**config.mk**
```make
export PLATFORM = sky130hd
export DESIGN_NAME = dma_address_counter
export DESIGN_NICKNAME = d
export VERILOG_FILES = /design/src/rtl/dma_address_counter.sv
export SDC_FILE = /design/constraint.sdc
export NUM_CORES = 1
export LEC_CHECK = 0
export BUFFER_PORTS_ARGS = -buffer_cell sky130_fd_sc_hd__clkbuf_2
export CAP_MARGIN = 20
export CELL_PAD_IN_SITES_DETAIL_PLACEMENT = 0
export CELL_PAD_IN_SITES_GLOBAL_PLACEMENT = 1
export CORE_ASPECT_RATIO = 1.4
export CORE_UTILIZATION = 43
export DETAILED_ROUTE_END_ITERATION = 12
export PLACE_DENSITY = 0.88
export REMOVE_ABC_BUFFERS = 1
export SYNTH_ARGS = -nofsm -noshare
export SYNTH_HDL_FRONTEND = slang
export SYNTH_SLANG_ARGS = --single-unit
```
**constraint.sdc**
```tcl
create_clock -name clk -period 3 [get_ports clk]
set_input_delay 0.15 -clock clk [delete_from_list [all_inputs] [get_ports clk]]
set_output_delay 0.15 -clock clk [all_outputs]
set_load 0.01 [all_outputs]
```
**src/rtl/dma_address_counter.sv**
```systemverilog
// dma_address_counter: 8237-style per-channel address / word-count generator.
// The processor programs base/current address and count registers through a 16-entry I/O
// window while the bus is not granted. Once the bus is granted, the FSM presents the granted
// channel's current address, pulses address_ready, steps address/count on xfer_done and pulses
// TC when the count expires.
// Optional feature: define DMA_AUTOINIT_EN so that, at terminal count, a channel whose mode
// autoinit bit is set reloads its current registers from base and stays unmasked.
// Address/count registers are written a byte at a time, which assumes AW = 16.
module dma_address_counter #(
    parameter int unsigned NCH = 4,
    parameter int unsigned AW  = 16
) (
    input  logic          clk,
    input  logic          reset,
    input  logic          cs,
    input  logic          IOW,
    input  logic [15:0]   address_bus,
    input  logic [7:0]    data_bus,
    input  logic          HLDA,
    input  logic [1:0]    chan_sel,
    input  logic          xfer_done,
    output logic [AW-1:0] address_out,
    output logic          address_ready,
    output logic          TC,
    output logic          busy
);

    localparam logic [1:0] StIdle   = 2'd0;
    localparam logic [1:0] StAddr   = 2'd1;
    localparam logic [1:0] StWait   = 2'd2;
    localparam logic [1:0] StUpdate = 2'd3;

    logic [1:0]     state_q, state_d;
    logic [1:0]     ch_q, ch_d;
    logic [AW-1:0]  base_addr_q [NCH];
    logic [AW-1:0]  base_addr_d [NCH];
    logic [AW-1:0]  cur_addr_q  [NCH];
    logic [AW-1:0]  cur_addr_d  [NCH];
    logic [AW-1:0]  base_cnt_q  [NCH];
    logic [AW-1:0]  base_cnt_d  [NCH];
    logic [AW-1:0]  cur_cnt_q   [NCH];
    logic [AW-1:0]  cur_cnt_d   [NCH];
    logic [NCH-1:0] mask_q, mask_d;
    logic [NCH-1:0] mode_auto_q, mode_auto_d;
    logic [NCH-1:0] mode_dec_q, mode_dec_d;
    logic           bp_q, bp_d;
    logic           iow_q;

    logic [3:0]     reg_sel;
    logic [1:0]     wr_ch;
    logic           wr_en;
    logic           mclr;
    logic           cnt_zero;

    assign reg_sel  = address_bus[3:0];
    assign wr_ch    = reg_sel[2:1];
    // Writes only on the IOW falling edge, with the bus not granted and inside the 0..15 window.
    assign wr_en    = !cs && !IOW && iow_q && !HLDA && (address_bus[15:4] == 12'h000);
    assign mclr     = wr_en && (reg_sel == 4'd13);
    assign cnt_zero = (cur_cnt_q[ch_q] == '0);

`ifndef DMA_AUTOINIT_EN
    // Mode autoinit bit is kept for software read-compatibility but has no effect here.
    logic unused_autoinit;
    assign unused_autoinit = ^mode_auto_q;
`endif

    // Transfer sequencing: channel is latched on leaving IDLE and held until return to IDLE.
    always_comb begin
        state_d = state_q;
        ch_d    = ch_q;
        unique case (state_q)
            StIdle: begin
                if (HLDA && !mask_q[chan_sel]) begin
                    state_d = StAddr;
                    ch_d    = chan_sel;
                end
            end
            StAddr: state_d = StWait;
            StWait: begin
                if (xfer_done) begin
                    state_d = StUpdate;
                end else if (!HLDA) begin
                    state_d = StIdle;
                end
            end
            StUpdate: begin
                if (cnt_zero || !HLDA) begin
                    state_d = StIdle;
                end else begin
                    state_d = StAddr;
                end
            end
            default: state_d = StIdle;
        endcase
        if (mclr) begin
            state_d = StIdle;
            ch_d    = '0;
        end
    end

    // Register file next state: transfer stepping first, then processor writes, then master clear.
    always_comb begin
        base_addr_d = base_addr_q;
        cur_addr_d  = cur_addr_q;
        base_cnt_d  = base_cnt_q;
        cur_cnt_d   = cur_cnt_q;
        mask_d      = mask_q;
        mode_auto_d = mode_auto_q;
        mode_dec_d  = mode_dec_q;
        bp_d        = bp_q;

        if (state_q == StUpdate) begin
            if (mode_dec_q[ch_q]) begin
                cur_addr_d[ch_q] = cur_addr_q[ch_q] - AW'(1);
            end else begin
                cur_addr_d[ch_q] = cur_addr_q[ch_q] + AW'(1);
            end
            cur_cnt_d[ch_q] = cur_cnt_q[ch_q] - AW'(1);
            if (cnt_zero) begin
`ifdef DMA_AUTOINIT_EN
                if (mode_auto_q[ch_q]) begin
                    cur_addr_d[ch_q] = base_addr_q[ch_q];
                    cur_cnt_d[ch_q]  = base_cnt_q[ch_q];
                end else begin
                    mask_d[ch_q] = 1'b1;
                end
`else
                mask_d[ch_q] = 1'b1;
`endif
            end
        end

        if (wr_en) begin
            if (!reg_sel[3]) begin
                // Channel address/count: BP selects low (0) or high (1) byte.
                if (reg_sel[0]) begin
                    if (bp_q) begin
                        base_cnt_d[wr_ch][15:8] = data_bus;
                        cur_cnt_d[wr_ch][15:8]  = data_bus;
                        mask_d[wr_ch]           = 1'b0;
                    end else begin
                        base_cnt_d[wr_ch][7:0] = data_bus;
                        cur_cnt_d[wr_ch][7:0]  = data_bus;
                    end
                end else begin
                    if (bp_q) begin
                        base_addr_d[wr_ch][15:8] = data_bus;
                        cur_addr_d[wr_ch][15:8]  = data_bus;
                    end else begin
                        base_addr_d[wr_ch][7:0] = data_bus;
                        cur_addr_d[wr_ch][7:0]  = data_bus;
                    end
                end
                bp_d = !bp_q;
            end else if (reg_sel == 4'd11) begin
                mode_auto_d[data_bus[1:0]] = data_bus[4];
                mode_dec_d[data_bus[1:0]]  = data_bus[5];
            end else if (reg_sel == 4'd12) begin
                bp_d = 1'b0;
            end
        end

        if (mclr) begin
            for (int i = 0; i < NCH; i++) begin
                base_addr_d[i] = '0;
                cur_addr_d[i]  = '0;
                base_cnt_d[i]  = '0;
                cur_cnt_d[i]   = '0;
            end
            mask_d      = '1;
            mode_auto_d = '0;
            mode_dec_d  = '0;
            bp_d        = 1'b0;
        end
    end

    // State registers with asynchronous active-low reset.
    always_ff @(posedge clk or negedge reset) begin
        if (!reset) begin
            state_q <= StIdle;
            ch_q    <= '0;
            for (int i = 0; i < NCH; i++) begin
                base_addr_q[i] <= '0;
                cur_addr_q[i]  <= '0;
                base_cnt_q[i]  <= '0;
                cur_cnt_q[i]   <= '0;
            end
            mask_q      <= '1;
            mode_auto_q <= '0;
            mode_dec_q  <= '0;
            bp_q        <= 1'b0;
            iow_q       <= 1'b1;
        end else begin
            state_q     <= state_d;
            ch_q        <= ch_d;
            base_addr_q <= base_addr_d;
            cur_addr_q  <= cur_addr_d;
            base_cnt_q  <= base_cnt_d;
            cur_cnt_q   <= cur_cnt_d;
            mask_q      <= mask_d;
            mode_auto_q <= mode_auto_d;
            mode_dec_q  <= mode_dec_d;
            bp_q        <= bp_d;
            iow_q       <= IOW;
        end
    end

    // Outputs decode directly from state so reset forces them low immediately.
    always_comb begin
        busy          = (state_q != StIdle);
        address_out   = busy ? cur_addr_q[ch_q] : '0;
        address_ready = (state_q == StAddr);
        TC            = (state_q == StUpdate) && cnt_zero;
    end

endmodule

```
Yosys cells after proc, flatten, opt, wreduce, memory -nomap -nowiden
Index checks and enable logic that the tools add are counted.

word-level totals
  register bits = 142
  bits of input ports = 32

operators by class
  add/subtract/negate cells = 3
  mux-type cells = 69
  equality and inequality tests = 10
  magnitude comparators = 11
  bitwise gates (word level) = 5
  reductions and logical operators = 31

operators with widths
  cell                                                                                  number
  64-bit two-way mux                                                                    13
  64-bit bitwise mux                                                                    7
  16-bit two-way mux                                                                    7
  16-bit demux with 2-bit select                                                        3
  16-bit binary-select mux with 2-bit select                                            2
  4-bit two-way mux                                                                     11
  16-bit by 1-bit subtractor with 16-bit output (second input constant)                 2
  16-bit by 1-bit adder with 16-bit output (second input constant)                      1
  16-bit zero test                                                                      1
  2-bit two-way mux                                                                     7
  4-bit equality test (second input constant)                                           3
  1-bit logical AND                                                                     12
  12-bit zero test                                                                      1
  2-bit by 3-bit less-than comparator with 1-bit output (second input constant)         4
  2-bit nonzero test                                                                    6
  1-bit two-way mux                                                                     11
  8-bit two-way mux                                                                     1
  2-bit case mux with 4 select lines                                                    1
  1-bit demux with 2-bit select                                                         3
  2-bit by 1-bit greater-or-equal comparator with 1-bit output (second input constant)  3
  3-bit greater-or-equal comparator (second input constant)                             2
  3-bit by 1-bit less-than comparator with 1-bit output (second input constant)         2
  3-bit != test (second input constant)                                                 2
  2-bit inverter with 3-bit output                                                      2
  14 further kinds                                                                      22

Logic depth before layout (Yosys ltp)
Gate-level depths: netlist of run 1.

  word-level depth = 14
  gate-level depth with buffers = 12

Least setup slack after synthesis of run 1
Ideal clock, no wire load.

  kind = flip-flop to flip-flop
  start = register ch_q[0]
  end = register cur_addr_q[62] (netlist name)
  period minus slack after synthesis = 2.824 ns
  data arrival time = 2.700 ns
  library setup time = 0.124 ns
  setup slack = 0.176 ns
  cell stages (with the launch flop) = 9
  cells stage by stage = dfrtp_1 > buf_6 > buf_6 > mux4_2 > or4_4 > or2_4 > o41a_1 > mux2i_1 > a21oi_1

RTL lines
  item                    line  source
  start, declared         34    logic [1:0] ch_q, ch_d;
  start signal, assigned  196   ch_q <= ch_d;
  end signal, assigned    198   cur_addr_q <= cur_addr_d;
  end, declared           37    logic [AW-1:0] cur_addr_q [NCH];

Worst setup path in the final report of run 1
  start = register ch_q[0]
  end = output TC

on the way
  word-level cells in the longest chain between the ends = 6

RTL lines
  item                                                    line  source
  2-bit inverter with 3-bit output (implied by the code)  60    assign cnt_zero = (cur_cnt_q[ch_q] == '0);
  16-bit binary-select mux with 2-bit select              60
  16-bit two-way mux (implied by the code) (2 in series)  60
  16-bit zero test                                        60
  1-bit logical AND                                       214   TC = (state_q == StUpdate) && cnt_zero;
  end, declared                                           24    output logic TC,

Every way passes these cells. The select of a mux whose other input is x is not followed.

==> results by group, run 1 <==
Status
  – Outcome: completed

Logic synthesis
  – Post-synth top area share: a little under two fifths
  – Synth area leader: dfrtp_1
  – Cell variety after synth: 56
  – Cell Area, Synth: 8977 sq um
  – Dominant synthesized flop cell: dfrtp_1
  – Ys async rst share: 100.0%
  – Mean Syn Cell Area: around 8.7 sq um
  – Register area share after synthesis: 39.65%
  – Synth Register Bits: roughly 140
  – Most frequent cell after synthesis: dfrtp_1
  – Synth area leaders: dfrtp_1, mux4_2, a21oi_1
  – Synth cell count leaders: dfrtp_1, nand2_1, nor2_1
  – Gate Count Post-Synth: 1030
  – Number of flops mapped to enable cells by yosys: 0
  – YS warnings: 0

Routing
  – Drt first-iter violations: between 800 and 900
  – DRT Pass-1 Iters: 6
  – Routed vias: around 9100
  – DR DRC count: 0
  – Final ANT Viol Nets: 0
  – Routed WL per cell: approximately 22 um
  – Vias/cell: ~6.4
  – WL final: ~31 mm

Global route
  – Largest net degree at the start of global routing: between 60 and 70
  – First-pass GRT wire length: a little under 50 mm
  – Vias in the first global route: around 8900
  – GRT Overall Usage: a little under a third
  – Grt total ovfl: 0
  – Initial antenna violation count: 0

Cells and area
  – Share of layout cells above drive strength 1: 22.94%
  – Antenna cells: 0
  – Layout fillers: around 1900
  – Nets: between 1000 and 1500
  – Area Overhead vs Synth: 22.10%

Timing
  – Fin Hold WS: 133.9 ps
  – Final period util: 98.04%
  – Slew of the pin with the lowest slew margin: just over 800 ps
  – Fmax: 0.3400 GHz
  – Post-layout minimum cycle time: a little under 3000 ps
  – Worst Skew: between 8 and 9 ps
  – Final Setup Violations: 0
  – Setup TNS Final: 0 ps
  – Slew Limit Fails: 0
  – Slew Limit Headroom: between 40 and 50%
  – Final hold violation count: 0

Placement
  – PortBufs: 50
  – Hpwl dp: roughly 22 mm
  – Placer congestion estimate: between 0.9 and 1

Job
  – Maxcap violations: 0

Clock tree
  – Root buffer cell: clkbuf_16
  – CTS H-Tree Depth: 4
  – Skew-Pair Late Insertion Delay: around 430 ps
  – CTS tree: built
  – CTS Buffer Depth: 2
  – Clock transition at path regs: around 60 ps
  – CTS buffer count: 17
  – Clock sink count: between 100 and 150

Power
  – Seq pwr share: ~28%
  – Peak VDD IR: just over 400 uV
  – Leak: approximately 0.0045 uW
  – Net Switching: 4080 uW
  – Power, Total: between 10000 and 15000 uW
  – Pint: approximately 6500 uW
  – PD cells: approximately 970 nW/um^2
  – Clock power share: a little under a quarter
  – Combinational power share: between 40% and 50%
  – Sw frac: 38.55%

Setup path
  – Critical Path AT: 2790 ps
  – Critical path capture point type: output port
  – CP most frequent cell: buf_4
  – CP max-delay cell: mux4_2
  – CP max stage delay: around 520 ps
  – R2R Setup Slk: approximately 80 ps
  – Worst r2r src: ch_q[0]
  – Reg2reg end: cur_addr_q[30]
  – Worst path required time: roughly 2900 ps
  – CP Launch Type: flop
  – WS Path Type: flop to output port
  – Critical-path cell list: buf_12, mux4_2, inv_1, buf_4, ha_1, nor3b_2, buf_4, nand2_1, nor4_2, buf_2
  – Worst-path maximum fanout: 7
  – Worst R2R Path Depth: 8

Worst hold path
  – Hold Path End: state_q[1]
  – HP Class: input port to flop
  – Worst hold path cell count: 4
  – HP Start: xfer_done

Die
  – Ports: 51
  – Rows: 62
  – Die area: 21470 sq um
  – Core ar.: 20480 sq um
  – Die span in x: about 120 um
  – Starting Density: 43.84%
  – Die H: 173.0 um
cell type report:
cell class                      count  area (sq um)  area share (%)
Inverter                           15         56.30          0.5136
Tap cell                          256         320.3           2.922
Multi-Input combinational cell    796          5089           46.42
Sequential cell                   142          3562           32.50
Timing Repair Buffer              170          1269           11.57
Clock inverter                     10         181.4           1.655
Clock buffer                       22         484.2           4.417
state kept, by name (all words and copies together), names as in the netlist:
signal	flops
cur_addr_q	64
ch_q	2
iow_q	1
cur_cnt_q	64
bp_q	1
mask_q	4
mode_dec_q	4
state_q	2
per-stage QoR:
step	worst slack [ps]	util [%]	area [sq um]	cells
after global placement	15.88	49.16	10070	1363
after floorplan	-1019	-	8652	953
final	58.67	53.53	10960	1411
after global routing	-35.18	53.53	10960	1411
after detailed placement	-33.40	49.16	10070	1363
after CTS	18.17	52.74	10800	1399
how the worst max path moves through the flow:
stage                     startpoint        endpoint  slack (ps)
after global routing         ch_q[0]              TC         -40
after floorplan              ch_q[0]  cur_addr_q[14]       -1020
after detailed placement     ch_q[0]  cur_addr_q[60]         -30
after CTS                    ch_q[0]              TC          20
after global placement       ch_q[0]  cur_addr_q[28]          20
final                        ch_q[0]              TC          60
cell usage in the layout (no fill, tap or decap), types with 6 or more instances in the layout:
cell	instances
nor4_1	21
mux2i_1	21
a31oi_1	20
nor3_1	13
o31ai_1	11
nand3_1	35
buf_12	8
nand4_1	16
buf_4	108
o21ai_0	63
o22ai_1	27
nor2b_1	15
nand2_1	127
clkbuf_16	17
nand2b_1	9
o221ai_1	12
o211ai_1	16
xnor2_1	12
o32ai_1	11
inv_1	14
clkbuf_2	48
nor2_1	122
a21oi_1	100
or2_2	9
nand4b_1	7
mux4_2	33
or3_1	6
a211oi_1	21
dfrtp_1	135
xor2_1	11
cells by family (layout without fill, tap and decap cells):
kind of cell / count (synthesis) / in the layout / synth area share [%]
compound gates: 304 / 304 / 20.92
mux: 55 / 55 / 10.75
flops: 142 / 142 / 39.65
fa+ha+maj: 4 / 4 / 0.5575
simple gates: 409 / 409 / 21.53
xor+xnor: 24 / 24 / 2.341
buf+inv: 92 / 217 / 4.251
what timing repair did:
item / CTS / global route
hold buffers: 3 / 0
setup endpoints to repair: 5 / 9
endpoints found under the hold margin: 57 / 0
resized for setup: 4 / 12
pin swaps: 0 / 2
buffers inserted: 1 / 12
power by group through the flow:
stage / clock network, uW / logic, uW / registers (uW)
after floorplan: 0 / 2990 / 2980
after global placement: 0 / 4770 / 3000
after detailed placement: 0 / 4840 / 3010
after CTS: 2420 / 4930 / 2970
after global routing: 2500 / 5680 / 3030
final: 2410 / 5220 / 2960
layer usage:
layer  GRT usage [%]  routed length (um)  vias up
met5               0                   0        -
met1           38.34               12160     4440
met3           4.914                2204       92
li1                -                   -     4055
met2           49.06               15600      497
met4           15.43                1209        0
critical path, delay by kind of cell (launching register included):
family	cells	cell delay [ps]
DFF	1	410
adders and majority gates	1	150
buffers and inverters	5	720
and+or+nand+nor	3	570
muxes	1	520
No activity file was read; power rests on OpenSTA's default activity.
==> run 2: changes to the inputs <==
--- a/config.mk
+++ b/config.mk
@@ -5,7 +5,7 @@
 export SDC_FILE = /design/constraint.sdc
 export NUM_CORES = 1
 export LEC_CHECK = 0
-export BUFFER_PORTS_ARGS = -buffer_cell sky130_fd_sc_hd__clkbuf_2
+export BUFFER_PORTS_ARGS = -buffer_cell sky130_fd_sc_hd__buf_2
 export CAP_MARGIN = 20
 export CELL_PAD_IN_SITES_DETAIL_PLACEMENT = 0
 export CELL_PAD_IN_SITES_GLOBAL_PLACEMENT = 1
==> run 2 against run 1 <==
Net effect: clock skew up 2.5 ps; utilization up 0.37 points; final cell count up 0.21%; setup slack better by 20 ps; register-to-register slack better by 20 ps; critical endpoint unchanged; largest cell class unchanged.
==> results by group, run 2 (synthesis results as in run 1) <==
Placement
  – Inst Count DP: around 1400
  – Hpwl dp: ~22 mm
  – DP Worst Slack: around 4.3 ps
  – PortBufs: 50
  – Placed Area: between 10000 and 15000 sq um
  – Placer congestion estimate: just over 0.9

Routing
  – Final ANT Viol Nets: 0
  – Routed met2 length: approximately 16 mm
  – DRT met1 WL: ~12 mm
  – Drt first-iter violations: 1194
  – Top Layer Used: met4
  – DR DRC count: 0
  – Met3 WL: approximately 2.6 mm
  – Routed WL per cell: between 20 and 25 um
  – Vias/cell: 6.489
  – Routed vias: roughly 9200
  – WL final: between 30 and 40 mm
  – DRT Pass-1 Iters: 8

Timing
  – Post-route setup slack: 79.09 ps
  – Worst Skew: ~11 ps
  – Final Setup Violations: 0
  – Final period util: between 90% and 100%
  – Slew of the pin with the lowest slew margin: between 800 and 900 ps
  – Final hold violation count: 0
  – Fin Hold WS: 136.2 ps
  – Slew Limit Headroom: between 40% and 50%
  – Post-layout minimum cycle time: around 2900 ps
  – Fmax: approximately 0.34 GHz
  – Slew Limit Fails: 0

Global route
  – Vias in the first global route: around 9200
  – Grt total ovfl: 0
  – First-pass GRT wire length: 50.45 mm
  – GRT Overall Usage: between 30% and 40%
  – Largest net degree at the start of global routing: 86
  – Initial antenna violation count: 0

Clock tree
  – Root buffer cell: clkbuf_16
  – CTS buffer count: 17
  – CTS Buffer Depth: 2
  – CTS tree: built
  – Skew-Pair Late Insertion Delay: between 400 and 500 ps
  – Clock sink count: between 100 and 150
  – Clock transition at path regs: about 60 ps
  – CTS H-Tree Depth: 4

Setup path
  – Cell family with most CP delay: simple AND/OR/NAND/NOR gates
  – Worst path required time: approximately 2900 ps
  – Critical path capture point type: output port
  – Worst-path maximum fanout: 12
  – WS Path Type: flop to output port
  – CP Launch Type: flop
  – Critical Path AT: between 2000 and 3000 ps
  – CP max stage delay: ~570 ps
  – CP max-delay cell: mux4_2
  – Critical-path cell list: buf_6, buf_12, mux4_2, or2_2, nor2_1, nand2_4, nor4_4, buf_2
  – Worst path bufs/invs: 3

Cells and area
  – Post-route cell area: between 10000 and 15000 sq um
  – Antenna cells: 0
  – Area Overhead vs Synth: 22.94%
  – Final cell count without fillers: ~1400
  – Commonest non-fill, non-tap cell in the layout: dfrtp_1
  – Commonest non-fill, non-tap cells in the layout: dfrtp_1, nand2_1, nor2_1
  – Layout fillers: 1858
  – Top flop regs: cur_addr_q (64), cur_cnt_q (64)
  – Share of layout cells above drive strength 1: a little under a quarter
  – Nets: approximately 1200

Die
  – Starting Density: 43.84%
  – Die span in x: around 120 um
  – Rows: 62
  – Die H: 173.0 um
  – Core ar.: 20480 sq um
  – Ports: 51
  – Die area: ~21000 sq um

Power
  – Net Switching: ~4200 uW
  – Power, Total: 10650 uW
  – Seq pwr share: ~28%
  – PD cells: a little under 1000 nW/um^2
  – Pint: 6430 uW
  – Peak VDD IR: 443.6 uV
  – Sw frac: approximately two fifths
  – Combinational power share: between 50% and 60%
  – Clock power share: around a fifth
  – Leak: 0.004484 uW

Status
  – Outcome: completed

Worst hold path
  – HP Class: input port to flop

Job
  – Maxcap violations: 0
run 2: cell types whose count changed in the layout (fill, tap and decap cells not counted), moves of 2 or more:
cell | before | now
clkinvlp_4 | 1 | 4
clkbuf_2 | 48 | 0
clkbuf_8 | 4 | 2
xor2_2 | 0 | 2
nor4_4 | 0 | 2
xor2_1 | 11 | 9
nand2_1 | 127 | 125
buf_2 | 1 | 49
run 2: tightest hold or removal path, delay by kind of cell:
kind / cells / cell delay [ps]
buf+inv: 1 / 120
simple gates: 1 / 120
compound gates: 1 / 110
run 2: what timing repair did:
action / in CTS / in global routing
setup buffers: 3 / 9
pin swaps: 0 / 3
resized for setup: 2 / 19
endpoints found under the hold margin: 80 / 0
setup endpoints to repair: 1 / 21
hold buffers: 3 / 0
cloned: 0 / 1
run 2: routing by layer:
metal	track usage, %	up-vias
met4	18.15	0
met1	38.84	4409
met3	5.277	148
li1	-	4051
met5	0	-
met2	50.00	567
run 2: layout make-up:
type                    instances  area, sq um  share of cell area (%)
well taps                     256        320.3                   2.902
flip-flops and latches        142         3565                   32.30
clock buffers                  20        456.7                   4.138
inverters                      15        56.30                  0.5101
multi-input cells             796         5141                   46.58
repair buffers                174         1333                   12.07
clock inverters                11        165.2                   1.496
run 2: through the flow:
step           util, %  setup TNS, ps
2_1_floorplan        -         -74080
3_3_place_gp     49.67              0
3_5_place_dp     49.67              0
4_1_cts          53.01        -0.5422
5_1_grt          53.89         -82.99
6_report         53.89              0
run 2: path summary, 6_finish.rpt:
check,start,to,slack [ps],cells after the start
min reg2reg,mode_dec_q[0],mode_dec_q[0],540,2
max,ch_q[0],TC,80,8
max in group asynchronous,reset,cur_cnt_q[7],1780,3
min in group asynchronous,reset,cur_addr_q[59],380,2
max reg2reg,ch_q[0],cur_addr_q[14],100,7
min,HLDA,state_q[0],140,3
run 2: power groups by stage:
stage / clock (uW) / combinational, uW / sequential, uW
CTS: 2290 / 5090 / 2990
detailed placement: 0 / 5000 / 3040
finish: 2270 / 5390 / 2980
global route: 2370 / 5820 / 3040
floorplan: 0 / 2990 / 2980
global placement: 0 / 4930 / 3020
==> run 3: changes to the inputs <==
--- a/config.mk
+++ b/config.mk
@@ -10,9 +10,9 @@
 export CELL_PAD_IN_SITES_DETAIL_PLACEMENT = 0
 export CELL_PAD_IN_SITES_GLOBAL_PLACEMENT = 1
 export CORE_ASPECT_RATIO = 1.4
-export CORE_UTILIZATION = 43
+export CORE_UTILIZATION = 48
 export DETAILED_ROUTE_END_ITERATION = 12
-export PLACE_DENSITY = 0.88
+export PLACE_DENSITY = 0.92
 export REMOVE_ABC_BUFFERS = 1
 export SYNTH_ARGS = -nofsm -noshare
 export SYNTH_HDL_FRONTEND = slang
==> constraint.sdc (replaced) <==
create_clock -name clk -period 2.75 [get_ports clk]
set_input_delay 0.1375 -clock clk [delete_from_list [all_inputs] [get_ports clk]]
set_output_delay 0.1375 -clock clk [all_outputs]
set_load 0.01 [all_outputs]
==> run 3 against run 2 <==
Net effect: the run now ends with negative setup slack left; sequential cell count unchanged; final cell count up 1.2%; critical path depth up 3; routed wire length down 0.46%; global-route usage up 2.3 points; largest cell class unchanged; die area down 10%; critical path type is now flop to flop; register-to-register slack worse by 230 ps; sequential power up 10%; highest routed layer unchanged; count of clock-buffer cells in the layout down 1; clock skew down 1.6 ps.
==> results by group, run 3 (synthesis results as in run 1) <==
Status
  – Outcome: finished, violations left
  – Failing checks: negative setup slack

Die
  – Core ar.: around 18000 sq um
  – Rows: 58
  – Die area: roughly 19000 sq um
  – Die span in x: roughly 120 um
  – Starting Density: between 40 and 50%
  – Ports: about 50
  – Die H: ~160 um

Setup path
  – Critical Path AT: roughly 3200 ps
  – Reg2reg end: cur_cnt_q[12]
  – Worst R2R Path Depth: 11
  – Worst path required time: ~3100 ps
  – R2R Setup Slk: -130 ps
  – Worst-path maximum fanout: 6
  – WS Path Type: flop to flop
  – Critical path capture point type: flop
  – CP Launch Type: flop
  – Worst r2r src: ch_q[0]

Job
  – Maxcap violations: 0

Power
  – Seq pwr share: between 20% and 30%
  – Combinational power share: between 50% and 60%
  – PD cells: between 1000 and 1500 nW/um^2
  – Clock power share: roughly a fifth
  – Pint: about 7300 uW
  – Net Switching: about 4800 uW
  – Power, Total: 12090 uW
  – Peak VDD IR: 491.5 uV
  – Leak: ~0.0047 uW
  – Sw frac: about 39%

Cells and area
  – Post-route cell area: approximately 12000 sq um
  – Top flop regs: cur_addr_q (64), cur_cnt_q (64)
  – Nets: between 1000 and 1500
  – Share of layout cells above drive strength 1: between 20% and 30%
  – Layout fillers: approximately 1500
  – Multi-input logic area: 5348 sq um
  – Commonest non-fill, non-tap cell in the layout: dfrtp_1
  – Seq. cell area: about 3600 sq um
  – Final cell count without fillers: roughly 1400
  – Commonest non-fill, non-tap cells in the layout: dfrtp_1, buf_4, nand2_1
  – Area Overhead vs Synth: 28.59%

Timing
  – Final Setup Violations: 25
  – Setup TNS Final: -1394 ps
  – Final period util: 104.8%
  – Fin Hold WS: a little over 100 ps
  – Post-route setup slack: -133.2 ps
  – Fmax: approximately 0.35 GHz
  – RSZ-0062 raised after global routing: yes
  – Final hold violation count: 0
  – Post-layout minimum cycle time: between 2000 and 3000 ps
  – Slew Limit Headroom: 53.75%
  – Slew Limit Fails: 0
  – Worst Skew: roughly 9 ps
  – Slew of the pin with the lowest slew margin: between 600 and 700 ps

Routing
  – Vias/cell: ~6.7
  – Final ANT Viol Nets: 0
  – Drt first-iter violations: between 1000 and 1500
  – Routed vias: between 9000 and 10000
  – WL final: about 32 mm
  – Routed WL per cell: 22.68 um
  – DRT Pass-1 Iters: 6
  – DR DRC count: 0

Global route
  – Grt total ovfl: 0
  – Vias in the first global route: a little over 9000
  – Largest net degree at the start of global routing: 69
  – Initial antenna violation count: 1
  – GRT Overall Usage: between 30% and 40%
  – First-pass GRT wire length: approximately 50 mm

Clock tree
  – Root buffer cell: clkbuf_16
  – Clock transition at path regs: approximately 60 ps
  – CTS buffer count: 17
  – Clock sink count: between 100 and 150
  – CTS Buffer Depth: 2
  – CTS H-Tree Depth: 4
  – Skew-Pair Late Insertion Delay: about 430 ps
  – CTS tree: built

Worst hold path
  – HP Class: input port to flop
  – HP Start: HLDA
  – Hold Path End: state_q[0]
  – Worst hold path cell count: 3

Placement
  – Placer congestion estimate: 0.9357
  – Inst Count DP: around 1400
  – PortBufs: 50
  – Placed Area: 10330 sq um
  – Hpwl dp: 21.62 mm
-- run 3: cell count changes in the layout (fill, tap and decap cells not counted), sizes merged --
cell and change:
clkinvlp -2, clkinv +1, diode +1, buf +31, inv +3, clkbuf -1
-- run 3: layout make-up --
type	instances	share of cell area (%)
antenna	1	0.02168
tap	240	2.601
inverter	15	0.4878
clock inverter	13	1.604
timing repair buffer	205	14.26
sequential	142	30.86
multi-input combinational	796	46.33
clock buffer	19	3.837
-- run 3: critical path: stages (launching register included) --
cell and delay [ps]:
dfrtp_2 410, buf_12 160, clkbuf_16 150, mux4_2 520, nor4_2 310, buf_4 200, buf_6 130, nand4b_1 180
xnor2_1 180, buf_4 200, nor2_2 50, o32ai_1 260
-- run 3: power by group through the flow --
stage               registers (uW)  logic, uW  clock network, uW
floorplan                     3260       3260                  0
global placement              3260       5560                  0
detailed placement            3290       5660                  0
CTS                           3250       6020               2500
global route                  3350       6780               2590
finish                        3280       6300               2510
-- run 3: worst max path at each step --
stage          startpoint  slack, ps        endpoint  cells after the start
3_5_place_dp      ch_q[0]       -160  cur_addr_q[63]                      9
3_3_place_gp      ch_q[0]       -100  cur_addr_q[46]                      7
4_1_cts           ch_q[0]        -40  cur_addr_q[45]                      9
6_report          ch_q[0]       -130   cur_cnt_q[12]                     11
2_1_floorplan     ch_q[0]      -1270  cur_addr_q[14]                      6
5_1_grt           ch_q[0]       -190   cur_cnt_q[12]                     11
-- run 3: per-stage QoR --
step / worst slack, ps / util, %
2_1_floorplan: -1269 / -
3_3_place_gp: -97.72 / 56.96
3_5_place_dp: -160.6 / 56.96
4_1_cts: -38.29 / 62.06
5_1_grt: -190.6 / 63.61
6_report: -133.2 / 63.63
-- run 3: routing by layer --
layer  vias up  global-route usage (%)  part of all wire [%]
li1       4121                       -                     -
met1      4610                   39.13                    35
met2       633                   57.45                    49
met3       166                   5.660                   9.6
met4         0                   21.15                   6.6
met5         -                       0                     0
-- run 3: repair_timing --
action | CTS | global route
hold buffers | 3 | 0
resized for setup | 29 | 44
pin swaps | 13 | 22
endpoints found under the setup margin | 55 | 62
buffers inserted | 15 | 10
gates cloned | 0 | 1
hold endpoints to repair | 63 | 0
